### src/rtl/br_dispatch_tx_pkg.sv
// Shared types and defaults for the dispatch-side transmitters.
// Renamed uop layout and the default branch dispatch buffer depth.
package br_dispatch_tx_pkg;

  localparam int ROB_ID_W    = 6;
  localparam int PHY_REG_W   = 7;
  localparam int ARCH_REG_W  = 5;
  localparam int XLEN        = 32;
  localparam int FU_OPCODE_W = 4;

  localparam int BR_DISPATCH_DEPTH = 4;

  typedef struct packed {
    logic [ROB_ID_W-1:0]    rob_id;
    logic [PHY_REG_W-1:0]   rs1_phy;
    logic                   rs1_valid;
    logic [PHY_REG_W-1:0]   rs2_phy;
    logic                   rs2_valid;
    logic [PHY_REG_W-1:0]   rd_phy;
    logic [ARCH_REG_W-1:0]  rd_arch;
    logic [XLEN-1:0]        imm;
    logic [XLEN-1:0]        pc;
    logic [FU_OPCODE_W-1:0] fu_opcode;
    logic                   predict_taken;
    logic [XLEN-1:0]        predict_target;
  } uop_t;

endpackage

### src/rtl/br_dispatch_tx_sync_fifo_ctrl.sv
// Pointer/count bookkeeping for a synchronous in-order FIFO.
// Storage lives in the instantiating block; this only tracks positions.
module br_dispatch_tx_sync_fifo_ctrl #(
  parameter int DEPTH = 4,
  localparam int PTR_W = $clog2(DEPTH)
) (
  input  logic             clk,
  input  logic             rst_n,
  input  logic             flush,
  input  logic             push,
  input  logic             pop,
  output logic [PTR_W-1:0] rd_ptr,
  output logic [PTR_W-1:0] wr_ptr,
  output logic [PTR_W:0]   count,
  output logic             full,
  output logic             empty
);

  assign full  = (count == (PTR_W+1)'(DEPTH));
  assign empty = (count == '0);

  // NOTE: sequential state is assigned with <= so every register samples
  // pre-edge values regardless of statement order.
  always_ff @(posedge clk or negedge rst_n) begin
    if (!rst_n) begin
      rd_ptr <= '0;
      wr_ptr <= '0;
      count  <= '0;
    end else if (flush) begin
      rd_ptr <= '0;
      wr_ptr <= '0;
      count  <= '0;
    end else begin
      if (push) wr_ptr <= wr_ptr + PTR_W'(1);
      if (pop)  rd_ptr <= rd_ptr + PTR_W'(1);
      case ({push, pop})
        2'b10:   count <= count + (PTR_W+1)'(1);
        2'b01:   count <= count - (PTR_W+1)'(1);
        default: count <= count;
      endcase
    end
  end

endmodule

### src/rtl/br_dispatch_tx.sv
// Branch dispatch transmitter: in-order uop buffer towards the branch RS.
// Optional same-cycle bypass when empty, enabled by BR_DISPATCH_BYPASS_EN.
module br_dispatch_tx
  import br_dispatch_tx_pkg::*;
#(
  parameter int DEPTH = BR_DISPATCH_DEPTH,
  localparam int PTR_W = $clog2(DEPTH)
) (
  input  logic           clk,
  input  logic           rst_n,
  input  logic           flush,
  input  logic           in_valid,
  input  uop_t           in_uop,
  output logic           in_ready,
  output logic           rs_valid,
  output uop_t           rs_uop,
  input  logic           rs_ready,
  output logic [PTR_W:0] occupancy
);

  uop_t             entry [DEPTH];
  logic [PTR_W-1:0] rd_ptr;
  logic [PTR_W-1:0] wr_ptr;
  logic [PTR_W:0]   count;
  logic             full;
  logic             empty;
  logic             bypass;
  logic             push;
  logic             pop;

  // Ready looks only at registered fullness and flush, never at rs_ready.
  assign in_ready = ~full & ~flush;

`ifdef BR_DISPATCH_BYPASS_EN
  assign bypass = empty & in_valid & rs_ready & ~flush;
`else
  assign bypass = 1'b0;
`endif

  // NOTE: every output of this block gets a default first so no path
  // through it can leave a value held, which would infer a latch.
  always_comb begin
    rs_valid = ~empty & ~flush;
    rs_uop   = entry[rd_ptr];
    if (bypass) begin
      rs_valid = 1'b1;
      rs_uop   = in_uop;
    end
  end

  assign push = in_valid & in_ready & ~flush & ~bypass;
  assign pop  = rs_valid & rs_ready & ~bypass;

  br_dispatch_tx_sync_fifo_ctrl #(.DEPTH(DEPTH)) u_ctrl (
    .clk    (clk),
    .rst_n  (rst_n),
    .flush  (flush),
    .push   (push),
    .pop    (pop),
    .rd_ptr (rd_ptr),
    .wr_ptr (wr_ptr),
    .count  (count),
    .full   (full),
    .empty  (empty)
  );

  // NOTE: payload storage has no reset; validity is tracked by count alone,
  // so stale entries are never observed.
  always_ff @(posedge clk) begin
    if (push) entry[wr_ptr] <= in_uop;
  end

  assign occupancy = count;

endmodule

### config.mk
export PLATFORM = sky130hd
export DESIGN_NAME = br_dispatch_tx
export DESIGN_NICKNAME = d
export VERILOG_FILES = /design/src/rtl/br_dispatch_tx_pkg.sv /design/src/rtl/br_dispatch_tx_sync_fifo_ctrl.sv /design/src/rtl/br_dispatch_tx.sv
export SDC_FILE = /design/constraint.sdc
export NUM_CORES = 1
export LEC_CHECK = 0
export CAP_MARGIN = 20
export CORE_AREA = 2 2 196 198
export CTS_CLUSTER_SIZE = 24
export DETAILED_ROUTE_END_ITERATION = 16
export DIE_AREA = 0 0 198 200
export PLACE_DENSITY = 0.78
export SLEW_MARGIN = 20
export SYNTH_ARGS = -nofsm -noshare
export SYNTH_HDL_FRONTEND = slang
export SYNTH_SLANG_ARGS = --single-unit
### constraint.sdc
create_clock -name clk -period 5 [get_ports clk]
set_input_delay 1.5 -clock clk [delete_from_list [all_inputs] [get_ports clk]]
set_output_delay 1.5 -clock clk [all_outputs]
set_load 0.005 [all_outputs]
# Word-level counts from Yosys, hierarchy flattened
# Memory sizes are Yosys's and may differ from the RTL's.
# Index checks and enable logic that the tools add are counted.
# totals
register_bits	7
ram_bits	540
out_inout_bits	140
word_cells	31
mem_count	1
# classes
addsub	4
eq_ne	3
muxes	8
bitwise_logic	8
reduce_logical	4
# memory_table
memory	words	width	read_ports	rd_clocked_by_memory_dff	wr	line	text
entry	4	135	1	0	1	br_dispatch_tx.sv:21	uop_t entry [DEPTH];
# op_table
cell	n
2-bit two-way mux	4
3-bit one-hot mux with 2 select lines	1
1-bit AND	5
2-bit by 1-bit adder with 2-bit output, second input constant	2
2-bit nonzero test	2
3-bit by 1-bit adder with 3-bit output, second input constant	1
3-bit equality test, second input constant	1
3-bit zero test	1
3-bit two-way mux	1
1-bit NOT	3
3-bit nonzero test	1
3-bit by 1-bit subtractor with 3-bit output, second input constant	1
2-bit by 1-bit equality test with 1-bit output, second input constant	1
2-bit equality test, second input constant	1
1-bit two-way mux	2

# Longest topological paths before layout
# Gate-level depths: netlist of run 1.
# logic_depth
word_depth	8
depth_mapped	8
ltp_nobuf	7

# By module
# A second synthesis of run 1 with hierarchy kept.
# hier_totals
cells_unflattened	745
area_unflattened_um2	19836.5
# by_module_without_submodules
module	instances	cells_per_inst	area_per_inst_um2
br_dispatch_tx	1	714	19496.2
br_dispatch_tx_sync_fifo_ctrl	1	31	340.3

# Worst setup path before layout of run 1
# No wires, ideal clock.
# synth_timing
path_kind	input -> register
start	in in_valid
end	mem entry[0][0] (netlist name), enable pin
t_arrival_ps	5177
slack_ps	-688
cell_stages	4
n_path_buf	1
path_cell_list	buf_2 nand2b_1 nor2_1 and2_1
# synth_between
elab_chain_cells	4
# synth_lines
element	line	text
start: declaration	br_dispatch_tx.sv:12	input logic in_valid,
1-bit AND (2 in a row)	br_dispatch_tx.sv:51	assign push = in_valid & in_ready & ~flush & ~bypass;
1-bit two-way mux	br_dispatch_tx.sv:70	if (push) entry[wr_ptr] <= in_uop;
1-bit two-way mux (not written as such)	br_dispatch_tx.sv:70	
end: declaration	br_dispatch_tx.sv:21	
# Every way passes these cells.

==> results of run 1 <==
## cell families (layout without fill, tap and decap cells)
| group | Yosys count | in the layout | share of synthesized area (%) |
|---|---|---|---|
| adder cells (fa/ha/maj) | 5 | 5 | 0.3494 |
| buffers and inverters | 40 | 406 | 1.142 |
| AO/OA/AOI/OAI | 15 | 15 | 0.6179 |
| other | 0 | 1 | 0 |
| XOR/XNOR | 3 | 3 | 0.1311 |
| flip-flops | 547 | 547 | 81.74 |
| AND/OR/NAND/NOR | 25 | 25 | 0.7986 |
| multiplexers | 136 | 136 | 15.22 |
## power by group through the flow
stage          Sequential, W  Combinational (W)  Clock (W)
2_1_floorplan        0.00533           0.000636          0
5_1_grt              0.00530            0.00139    0.00411
4_1_cts              0.00529            0.00132    0.00394
3_3_place_gp         0.00538            0.00130          0
6_report             0.00529            0.00130    0.00385
3_5_place_dp         0.00539            0.00131          0
## cells in the final DEF, fill, tap and decap left out, types with 2 or more instances in the layout
| master | instances |
|---|---|
| a21oi_1 | 2 |
| and2_4 | 4 |
| buf_12 | 14 |
| buf_4 | 12 |
| bufinv_16 | 6 |
| clkbuf_1 | 7 |
| clkbuf_16 | 53 |
| clkdlybuf4s50_1 | 279 |
| clkinv_1 | 13 |
| clkinv_2 | 14 |
| dfrtp_1 | 5 |
| dfrtp_4 | 2 |
| edfxtp_1 | 540 |
| ha_1 | 4 |
| inv_1 | 4 |
| inv_6 | 2 |
| mux4_2 | 135 |
| nand2b_1 | 4 |
| nor2_1 | 6 |
| nor2b_1 | 2 |
| nor3b_1 | 2 |
| o21ai_0 | 2 |
| o22ai_1 | 3 |
| xor2_1 | 3 |
## through the flow
step / hold slack, ns / total power (W) / cells
5_1_grt: 0.6798 / 0.01080 / 1649
3_3_place_gp: 0.5862 / 0.006677 / 1551
6_report: 0.6222 / 0.01044 / 1649
2_1_floorplan: 0.5668 / 0.005970 / 771
3_5_place_dp: 0.6112 / 0.006703 / 1551
4_1_cts: 0.6220 / 0.01056 / 1648
## state kept, by name, indices dropped and copies added (netlist names)
name	count
entry	540
u_ctrl.rd_ptr	2
u_ctrl.wr_ptr	2
u_ctrl.count	3
## layer usage
layer / GRT usage, % / share of wire [%] / vias up
li1: - / - / 3990
met1: 26.34 / 40 / 4749
met2: 31.39 / 50 / 297
met3: 5.931 / 8.5 / 58
met4: 6.711 / 2.1 / 6
met5: 0 / 0.097 / -
## worst max-delay path by stage
| stage | start | endpoint | slack, ns | cells after the start |
|---|---|---|---|---|
| after floorplan | in_valid | entry[0][0] | 0.81 | 4 |
| after global placement | flush | in_ready | 0.64 | 3 |
| after detailed placement | flush | in_ready | 0.63 | 3 |
| after CTS | u_ctrl.rd_ptr[0] | rs_uop[97] | 0.42 | 3 |
| after global routing | u_ctrl.rd_ptr[0] | rs_uop[97] | 0.34 | 3 |
| final | u_ctrl.rd_ptr[0] | rs_uop[96] | 0.53 | 3 |
## critical path, cell delays in order, from the launching register on
cell	delay, ns
dfrtp_4	0.94
buf_4	0.38
mux4_2	0.53
clkdlybuf4s50_1	0.52
## final cells by class
class	instances	area [um^2]	area share, %
Sequential cell	547	16400	64.70
Multi-Input combinational cell	184	3442	13.58
Timing Repair Buffer	305	3163	12.48
Clock buffer	60	1353	5.336
Tap cell	511	639.4	2.523
Clock inverter	37	332.8	1.313
Inverter	4	15.01	0.05924
Antenna cell	1	2.502	0.009873
## synthesized netlist by cell type
library cell  number
nor3_1             1
mux2_1             1
nand2b_1           4
buf_6              1
o22ai_1            3
nor3b_1            2
o311ai_0           1
or3_4              1
a211oi_1           1
or3b_1             1
o2111ai_1          1
a22oi_1            1
xor2_1             3
mux4_2           135
a221oi_1           1
a21oi_1            2
nor3b_4            1
o21ai_0            2
ha_1               4
nor2b_1            2
fa_1               1
edfxtp_1         540
nand2_1            1
a22o_1             1
inv_1              4
buf_2              9
buf_4             16
nor2_1             6
or3_1              1
buf_1              4
dfrtp_1            7
o31ai_1            1
a2111oi_4          1
and2_1             5
clkbuf_1           6
==> flow_metrics.env, run 1 <==
export IMPL_status="completed"
export IMPL_place_area_um2=23660
export IMPL_cp_end_kind="output pin"
export IMPL_setup_violations=0
export IMPL_place_gp_congestion=0.7199
export IMPL_die_w_um=198
export IMPL_yosys_area_top_type="edfxtp_1"
export IMPL_hold_viol=0
export IMPL_slew_headroom_pct=48.10
export IMPL_drive_above_1_share_pct=21.72
export IMPL_worstSetupPathType="flip-flop to output pin"
export IMPL_clock_skew_ns=0.01233
export IMPL_min_from="u_ctrl.wr_ptr[0]"
export IMPL_power_density_nw_per_um2=412.0
export IMPL_swShare_pct=20.94
export IMPL_via_per_inst=5.518
export IMPL_max_slew_worst_pin_slew_ns=0.7785
export IMPL_cts_max_path_buffers=3
export IMPL_ff2ff_path_depth=7
export IMPL_ys_top_cells_by_area="edfxtp_1 (81%), mux4_2 (15%), dfrtp_1 (0.87%), buf_4 (0.60%), ha_1 (0.25%)"
export IMPL_startpoint_type="flip-flop"
export IMPL_fin_ws_ns=0.5343
export IMPL_seq_power_share_pct=50.6
export IMPL_ys_warn_count=0
export IMPL_drt_wl_total_mm=38.27
export IMPL_pre_cts_slack_ns=0.6322
export IMPL_reg2reg_slack_ns=2.38
export IMPL_cts_root_buf="clkbuf_16"
export IMPL_clockPowerShare_pct=36.9
export IMPL_grt_pass1_vias=9642
export IMPL_min_period_ns=4.466
export IMPL_core_area_um2=37400
export IMPL_portBuffers=279
export IMPL_ys_types=35
export IMPL_hold_buffers=0
export IMPL_post_cts_buffers=0
export IMPL_drv_slew=0
export IMPL_numClockSinks=547
export IMPL_wl_per_cell_um=23.21
export IMPL_fin_util_pct=67.77
export IMPL_drc=0
export IMPL_cts_htree_levels=2
export IMPL_worstReg2RegStart="u_ctrl.count[2]"
export IMPL_vias=9100
export IMPL_rr_endpoint="u_ctrl.count[1]"
export IMPL_fin_nets=1240
export IMPL_synthCells=771
export IMPL_leakage_nw=7.963
export IMPL_ios=280
export IMPL_initial_utilization_pct=53.61
export IMPL_post_cts_resized=0
export IMPL_drt_pass1_iterations=5
export IMPL_synth_seq_area_share_pct=81.74
export IMPL_min_period_over_period_pct=89.31
export IMPL_syn_num_nets=916
export IMPL_area_growth_pct=26.40
export IMPL_cp_max_fo=35
export IMPL_grt_usage_pct=19.67
export IMPL_hpwl_mm=23.57
export IMPL_clkLatencyLatePin_ns=0.57
export IMPL_crit_arrival_ns=2.97
export IMPL_worstPathRequired_ns=3.50
export IMPL_irDropWorstVdd_mv=0.3032
export IMPL_die_h_um=200
export IMPL_cts_inserted_buffers=53
export IMPL_finalInstanceArea_um2=25350
export IMPL_ant_nets=0
export IMPL_dieArea_um2=39600
export IMPL_tritoncts="yes"
export IMPL_grt_max_degree=59
export IMPL_ys_seq_elements=547
export IMPL_setup_tns_ns=0
export IMPL_grt_antenna_before_repair=4
export IMPL_hold_class="flip-flop to flip-flop"
export IMPL_grt_pass1_wl_mm=57.24
export IMPL_fillers=2289
export IMPL_pwr_share_comb_pct=12.4
export IMPL_first_iter_violations=652
export IMPL_rsz0062_at_grt="no"
export IMPL_overflow=0
export IMPL_fmax_ghz=0.2239
export IMPL_hold_end="u_ctrl.wr_ptr[0]"
export IMPL_path_clk_slew_ns=0.06
export IMPL_cap_viol_max_count=0
export IMPL_row_count=71
export IMPL_syn_area_um2=20050
export IMPL_avgSynthCellArea_um2=26.01
export IMPL_p_sw_w=0.002186
export IMPL_synth_top_area_share_pct=80.87
export IMPL_hold_depth=2
export IMPL_p_int_w=0.008255
(Power assumes the default switching activity.)
==> run 2, diff against run 1 <==
Settings changed: ABC_CLOCK_PERIOD_IN_PS from default to 5000, SETUP_SLACK_MARGIN from default to 0.3.
==> results of run 2 <==
Same layout as run 1: the final DEF is identical, and so are final timing and power.
